===== src/rtl/mealy_seq_detector.sv =====
// Parametrised Mealy serial pattern detector with KMP-style fallback and a
// saturating match counter. The transition table is built at elaboration.
module mealy_seq_detector #(
    parameter int                     PATTERN_LEN = 4,
    parameter logic [PATTERN_LEN-1:0] PATTERN     = 4'b1011,
    parameter bit                     OVERLAP     = 1'b1,
    parameter int                     CNT_W       = 8
) (
    input  logic                           Clock,
    input  logic                           Reset,
    input  logic                           In,
    input  logic                           In_Valid,
    input  logic                           Clear,
    output logic                           Match,
    output logic [CNT_W-1:0]               Match_Count,
    output logic                           Saturated,
    output logic [$clog2(PATTERN_LEN)-1:0] State
);

    localparam int SW    = $clog2(PATTERN_LEN);
    localparam int TAB_W = 2 * PATTERN_LEN * SW;

    // Bit of the pattern received at position pos (0 = first bit = MSB).
    function automatic logic pat_bit(input int unsigned pos);
        logic [PATTERN_LEN-1:0] t;
        t = PATTERN >> (PATTERN_LEN - 1 - pos);
        return t[0];
    endfunction

    // Entry {k, b}: longest pattern prefix (shorter than the pattern) that is a
    // suffix of the k matched bits followed by b; a full match with no overlap
    // restarts from empty.
    function automatic logic [TAB_W-1:0] build_table();
        logic [TAB_W-1:0] tab;
        int unsigned      best;
        int unsigned      pos;
        logic             ok;
        logic             sb;
        logic             b;
        tab = '0;
        for (int unsigned k = 0; k < PATTERN_LEN; k++) begin
            for (int unsigned bi = 0; bi < 2; bi++) begin
                b    = (bi == 1);
                best = 0;
                if (OVERLAP || (k != PATTERN_LEN - 1) || (b != pat_bit(k))) begin
                    for (int unsigned len = 1; (len <= k + 1) && (len < PATTERN_LEN); len++) begin
                        ok = 1'b1;
                        for (int unsigned m = 0; m < len; m++) begin
                            pos = k + 1 - len + m;
                            sb  = (pos == k) ? b : pat_bit(pos);
                            if (sb != pat_bit(m)) ok = 1'b0;
                        end
                        if (ok) best = len;
                    end
                end
                tab = tab | (TAB_W'(best) << ((2 * k + bi) * SW));
            end
        end
        return tab;
    endfunction

    localparam logic [TAB_W-1:0] NEXT_TAB = build_table();
    localparam logic [SW-1:0]    LAST     = SW'(PATTERN_LEN - 1);

    logic [SW-1:0] next_state;

    always_comb begin
        next_state = SW'(NEXT_TAB >> (int'({State, In}) * SW));
        Match      = In_Valid & ~Clear & ~Reset & (State == LAST) & (In == PATTERN[0]);
        Saturated  = &Match_Count;
    end

    always_ff @(posedge Clock or posedge Reset) begin
        if (Reset) begin
            State       <= '0;
            Match_Count <= '0;
        end else if (Clear) begin
            State       <= '0;
            Match_Count <= '0;
        end else if (In_Valid) begin
            State <= next_state;
            if (Match && !Saturated) Match_Count <= Match_Count + 1'b1;
        end
    end

endmodule

===== config.mk =====
export PLATFORM = sky130hd
export DESIGN_NAME = mealy_seq_detector
export DESIGN_NICKNAME = d
export VERILOG_FILES = /design/src/rtl/mealy_seq_detector.sv
export SDC_FILE = /design/constraint.sdc
export NUM_CORES = 1
export LEC_CHECK = 0
export BUFFER_PORTS_ARGS = -buffer_cell sky130_fd_sc_hd__buf_4
export CAP_MARGIN = 40
export CORE_UTILIZATION = 30
export DETAILED_ROUTE_END_ITERATION = 6
export MAX_ROUTING_LAYER = met4
export SLEW_MARGIN = 10
export SYNTH_ARGS = -nofsm -noshare
export SYNTH_HDL_FRONTEND = slang
export SYNTH_SLANG_ARGS = --single-unit

===== constraint.sdc =====
create_clock -name Clock -period 2.1 [get_ports Clock]
set_clock_uncertainty 0.05 [all_clocks]
set_input_delay 0.105 -clock Clock [delete_from_list [all_inputs] [get_ports Clock]]
set_output_delay 0.105 -clock Clock [all_outputs]
set_load 0.05 [all_outputs]

Yosys cells after proc, flatten, opt, wreduce, memory -nomap -nowiden
Cells that the tools add are included.
Storage, ports and cells
  register bits after elaboration: 10
  input bits: 5
  output and inout port bits: 12
  logic and storage cells: 22
Cells by class
  $add $sub $neg: 1
  equality and inequality tests: 1
  shifts and indexed selects: 1
  multiplexer cells: 5
  bitwise operators: 6
  reductions and logical operators: 6
Operators with widths (number)
  $mux W8: 3
  $shr A15 B4 Y2 const A: 1
  $add A8 B1 Y8 const B: 1
  $reduce_and A8 Y1: 1
  $and A1 B1 Y1: 4
  $mux W2: 2
  $reduce_bool A2 Y1: 2
  $eq A2 B2 Y1 const B: 1
  $not A1 Y1: 2
  $reduce_and A2 Y1: 1
  $logic_and A1 B1 Y1: 1
  $logic_not A1 Y1: 1

Depth between registers and ports, before layout
  word-level depth: 9
  gate-level depth with buffers: 6
  mapped depth without buffers: 5

Worst setup path before layout
OpenSTA, ideal clock, no wires.
  path type: register to output
  start point: register Match_Count[0]
  end point: output Saturated
  data arrival time: 1.743 ns
  required time: 1.945 ns
  slack: 0.202 ns
  cell stages (with the launch flop): 4
  path buffers: 0
  cell sequence: dfrtp_1 ha_1 nand3_1 nor2_1
On the way
  cells in the longest elaborated chain, start to end: 1
RTL lines
  start, declared: line 15  | output logic [CNT_W-1:0] Match_Count,
  start signal, assigned: line 82  | if (Match && !Saturated) Match_Count <= Match_Count + 1'b1;
  $reduce_and A8 Y1: line 70  | Saturated = &Match_Count;
  end, declared: line 16  | output logic Saturated,
No other way between the ends.

Worst setup path after layout
  start point: register Match_Count[0]
  end point: register Match_Count[5]
On the way
  cells in the longest elaborated chain, start to end: 5
  elaborated cells between the ends (all ways): 9
  classes of those cells: add/sub: 1; mux: 3; reduce/logical: 5
RTL lines
  parallel branches: the longest is 5 deep, another holds $add A8 B1 Y8
Several ways; the timed one is not identified. The select of a mux whose other input is x is not followed.
A chain may end at the register's enable or synchronous reset.

==> out/results.md <==
### Synth
- 1.60% — xor-xnor portion of the synthesized cell area
- simple AND/OR/NAND/NOR gates — main combinational cell family by area after synthesis
- 9.94 µm² — mean instance size in the synthesized netlist
- sky130_fd_sc_hd__dfrtp_1 — Synth area leader
- 547 µm² — post-synthesis instance area
- sky130_fd_sc_hd__dfrtp_1 — commonest register cell after synthesis
- 24 — number of library cell types mapped by synthesis
- 20.6% — post-synthesis simple-gate area fraction
- 0 — EDFF count, synth
- 45.8% — fraction of post-synthesis cell area in the top cell type by area
- 4.58% — Post-Synth Adder-Cell Area
- 55 — Syn Inst Count
- 18.1% — synthesized-area fraction occupied by ao, oa, aoi and oai cells
- sky130_fd_sc_hd__dfrtp_1 (46%), sky130_fd_sc_hd__a21oi_1 (5.5%), sky130_fd_sc_hd__ha_1 (4.6%), sky130_fd_sc_hd__mux2i_1 (3.7%), sky130_fd_sc_hd__nand3_1 (3.7%) — leading post-synthesis cells by cell area
- 62 — Synthesized Nets
- sky130_fd_sc_hd__dfrtp_1 (10), sky130_fd_sc_hd__a21oi_1 (6), sky130_fd_sc_hd__inv_1 (4), sky130_fd_sc_hd__nand3_1 (4), sky130_fd_sc_hd__nor2_1 (4) — commonest cells in the synthesized netlist
- 45.8% — fraction of the yosys area taken by sequential cells
- 10 — post-synthesis sequential element count
- 0 — Synth warnings
- 100% — async set-or-reset flop fraction in the synthesized netlist
- 3.66% — share of cell area taken by muxes after synthesis
- sky130_fd_sc_hd__dfrtp_1 — dominant cell by count in the synthesized netlist

### Floorplan
- 32.0% — initial cell density of the core
- 44.7 µm — horizontal die dimension
- 15 — Site Rows
- 17 — Boundary Pins
- 44.7 µm — Vert. Die Dim
- 0.00200 mm² — DIE AREA
- 0.00171 mm² — Floorplan Core Area

### STA
- 1.84 ns — clock period minus worst slack
- 0.537 ns — pin slew with the least headroom to its limit
- 0 — final hold vios
- 64.1% — slew margin rel.
- 0 ns — setup_tns
- 0 — fin. max-slew vios
- false — RSZ-0062 raised after global routing
- 0.0222 ns — final hold slack
- 0 — count of endpoints failing setup in the final report
- 545 MHz — maximum clock rate
- 87.4% — final clock period utilization by the worst path

### Finish
- 175 — layout filler cell count
- 29.3% — layout cell share with drive strength beyond 1
- 35.0% — Synth-to-Final Area Change
- 250 µm² — sequential standard cell area
- 0 — antenna cell count
- 100 — Non-Filler Instances
- 738 µm² — final std cell area, no fill
- 83 — Net count, final
- 265 µm² — area used by multi-input combinational logic

### Critical path
- 14 — crit path max fanout
- Match_Count[5] — r2r endpoint
- Match_Count[0] — R2R Path Start
- flop to flop — type of the setup path with the least slack
- 1.98 ns — Arr. time, crit path
- 2.25 ns — Data required, critical path
- 5 — depth of the worst register-to-register path
- flop — kind of capture point of the worst setup path
- 0.26 ns — Reg2Reg Setup Slack
- flop — startpoint type of the worst setup path

### Clocking
- 3 — number of buffers created by CTS
- built — CTS tree
- 1 — CTS Hold Buffers Added
- 0 — number of buffers inserted by post-CTS setup repair
- 10 — sinks on the clock net
- sky130_fd_sc_hd__clkbuf_4 — buffer cell driving the clock tree root
- 0 — cts repair resizes
- 1 — H-tree levels
- 2 — buffers from clock root to sink, at most
- 0.27 ns — clock network latency to the later pin of the worst-skew pair
- 0.07 ns — clock slew at the register clock pins of the worst setup and hold paths

### GRT
- 460 — via count of the first global-routing pass
- 2030 µm — first-pass GRT wire length
- 15.0% — total global-route track usage
- 15 — maximum number of pins on one net before global-route repair
- 0 — Remaining Overflow, GRT
- 0 — initial antenna violation count

### Flow run
- 0 — number of maximum-capacitance violations

### Route
- 486 — via count of the routed design
- 0 — count of antenna-violating nets left after detailed routing
- 0 — remaining design rule violation count
- 1170 µm — DRT Wirelength
- 4 — Pre-antenna DRT Iters
- 11.7 µm — detailed-route wire length per cell
- 7 — initial detailed-routing violation count
- 4.86 — Via density

### Pwr
- 0.261 mV — VDD IR-drop max
- 551 mW/mm² — PwrDens
- 0.361 nW — Pleak

### Min path
- input pin to flop — type of the most critical hold path
- Clear — start point of the worst hold path
- Match_Count[6] — hold-critical path endpoint
- 2 — number of cells traversed by the worst hold path

### Placed design
- 682 µm² — placed standard-cell area
- 94 — Cells after DPL
- 0.749 — Placer Congestion
- 16 — number of I/O port buffers

### Status
- finished, final reports clean — run status

==> report_power, final <==
group	switching [mW]	internal [mW]	leakage (nW)	total, mW
logic	0.0190	0.0131	0.201	0.0322
clock network	0.0738	0.105	0.0210	0.179
registers	0.00177	0.194	0.139	0.196
total	0.0946	0.313	0.361	0.407
==> critical path: stages, from the launching register on <==
cell,delay (ns)
sky130_fd_sc_hd__dfrtp_1,0.42
sky130_fd_sc_hd__ha_1,0.25
sky130_fd_sc_hd__nand3_1,0.13
sky130_fd_sc_hd__o211ai_2,0.24
sky130_fd_sc_hd__or4_1,0.53
sky130_fd_sc_hd__a21oi_1,0.15
==> state kept, by name (all words and copies together), names as in the netlist <==
name and count:
Match_Count 8, State 2
==> area by class of cell <==
class                           instances  area share [%]
Multi-Input combinational cell         39            35.9
Sequential cell                        10            33.9
Timing Repair Buffer                   18            19.0
Clock buffer                            4            4.92
Tap cell                               25            4.24
Inverter                                4            2.03
==> metrics by stage <==
step	util (%)	total power, mW	setup slack [ns]
2_1_floorplan	-	0.216	0.202
3_3_place_gp	39.9	0.229	0.312
3_5_place_dp	39.9	0.230	0.274
4_1_cts	42.6	0.411	0.249
5_1_grt	43.2	0.425	0.0992
6_report	43.2	0.407	0.265
==> per-layer routing <==
| metal | up-vias | GRT usage, % | part of all wire [%] |
|---|---|---|---|
| li1 | 251 | - | - |
| met1 | 215 | 19.9 | 50 |
| met2 | 18 | 20.6 | 43 |
| met3 | 2 | 4.80 | 5.0 |
| met4 | 0 | 7.27 | 1.1 |
| met5 | - | - | 0 |
==> cells by family after synthesis <==
logic type,Yosys count
XOR/XNOR,1
flip-flops,10
buffers and inverters,6
multiplexers,2
AND/OR/NAND/NOR,19
AO/OA/AOI/OAI,15
adder cells (fa/ha/maj),2
==> placed cells by master (no fill, tap or decap) <==
cell type,instances
sky130_fd_sc_hd__buf_4,16
sky130_fd_sc_hd__dfrtp_1,10
sky130_fd_sc_hd__a21oi_1,6
sky130_fd_sc_hd__nand3_1,4
sky130_fd_sc_hd__nor2_1,4
sky130_fd_sc_hd__inv_1,4
sky130_fd_sc_hd__or3_1,3
sky130_fd_sc_hd__clkbuf_4,3
sky130_fd_sc_hd__o21ai_1,2
sky130_fd_sc_hd__nand2_1,2
sky130_fd_sc_hd__o31ai_1,2
sky130_fd_sc_hd__or4_1,2
sky130_fd_sc_hd__mux2i_1,2
sky130_fd_sc_hd__ha_1,2
sky130_fd_sc_hd__dlygate4sd3_1,2
sky130_fd_sc_hd__nand4_2,1
sky130_fd_sc_hd__and2b_1,1
sky130_fd_sc_hd__and4b_1,1
sky130_fd_sc_hd__o211ai_2,1
sky130_fd_sc_hd__a311oi_1,1
sky130_fd_sc_hd__o311ai_1,1
sky130_fd_sc_hd__o41ai_1,1
sky130_fd_sc_hd__and2_1,1
sky130_fd_sc_hd__xor2_1,1
sky130_fd_sc_hd__o21ai_0,1
sky130_fd_sc_hd__clkbuf_8,1
==> how the worst max path moves through the flow <==
stage                         startpoint        endpoint  slack, ns  cells after the start
final                     Match_Count[0]  Match_Count[5]       0.26                      5
after global routing      Match_Count[0]  Match_Count[5]        0.1                      5
after CTS                 Match_Count[0]  Match_Count[5]       0.25                      5
after detailed placement  Match_Count[0]  Match_Count[5]       0.27                      5
after global placement    Match_Count[0]  Match_Count[5]       0.31                      5
after floorplan           Match_Count[0]       Saturated       0.20                      3
No activity file was read; power rests on OpenSTA's default activity.
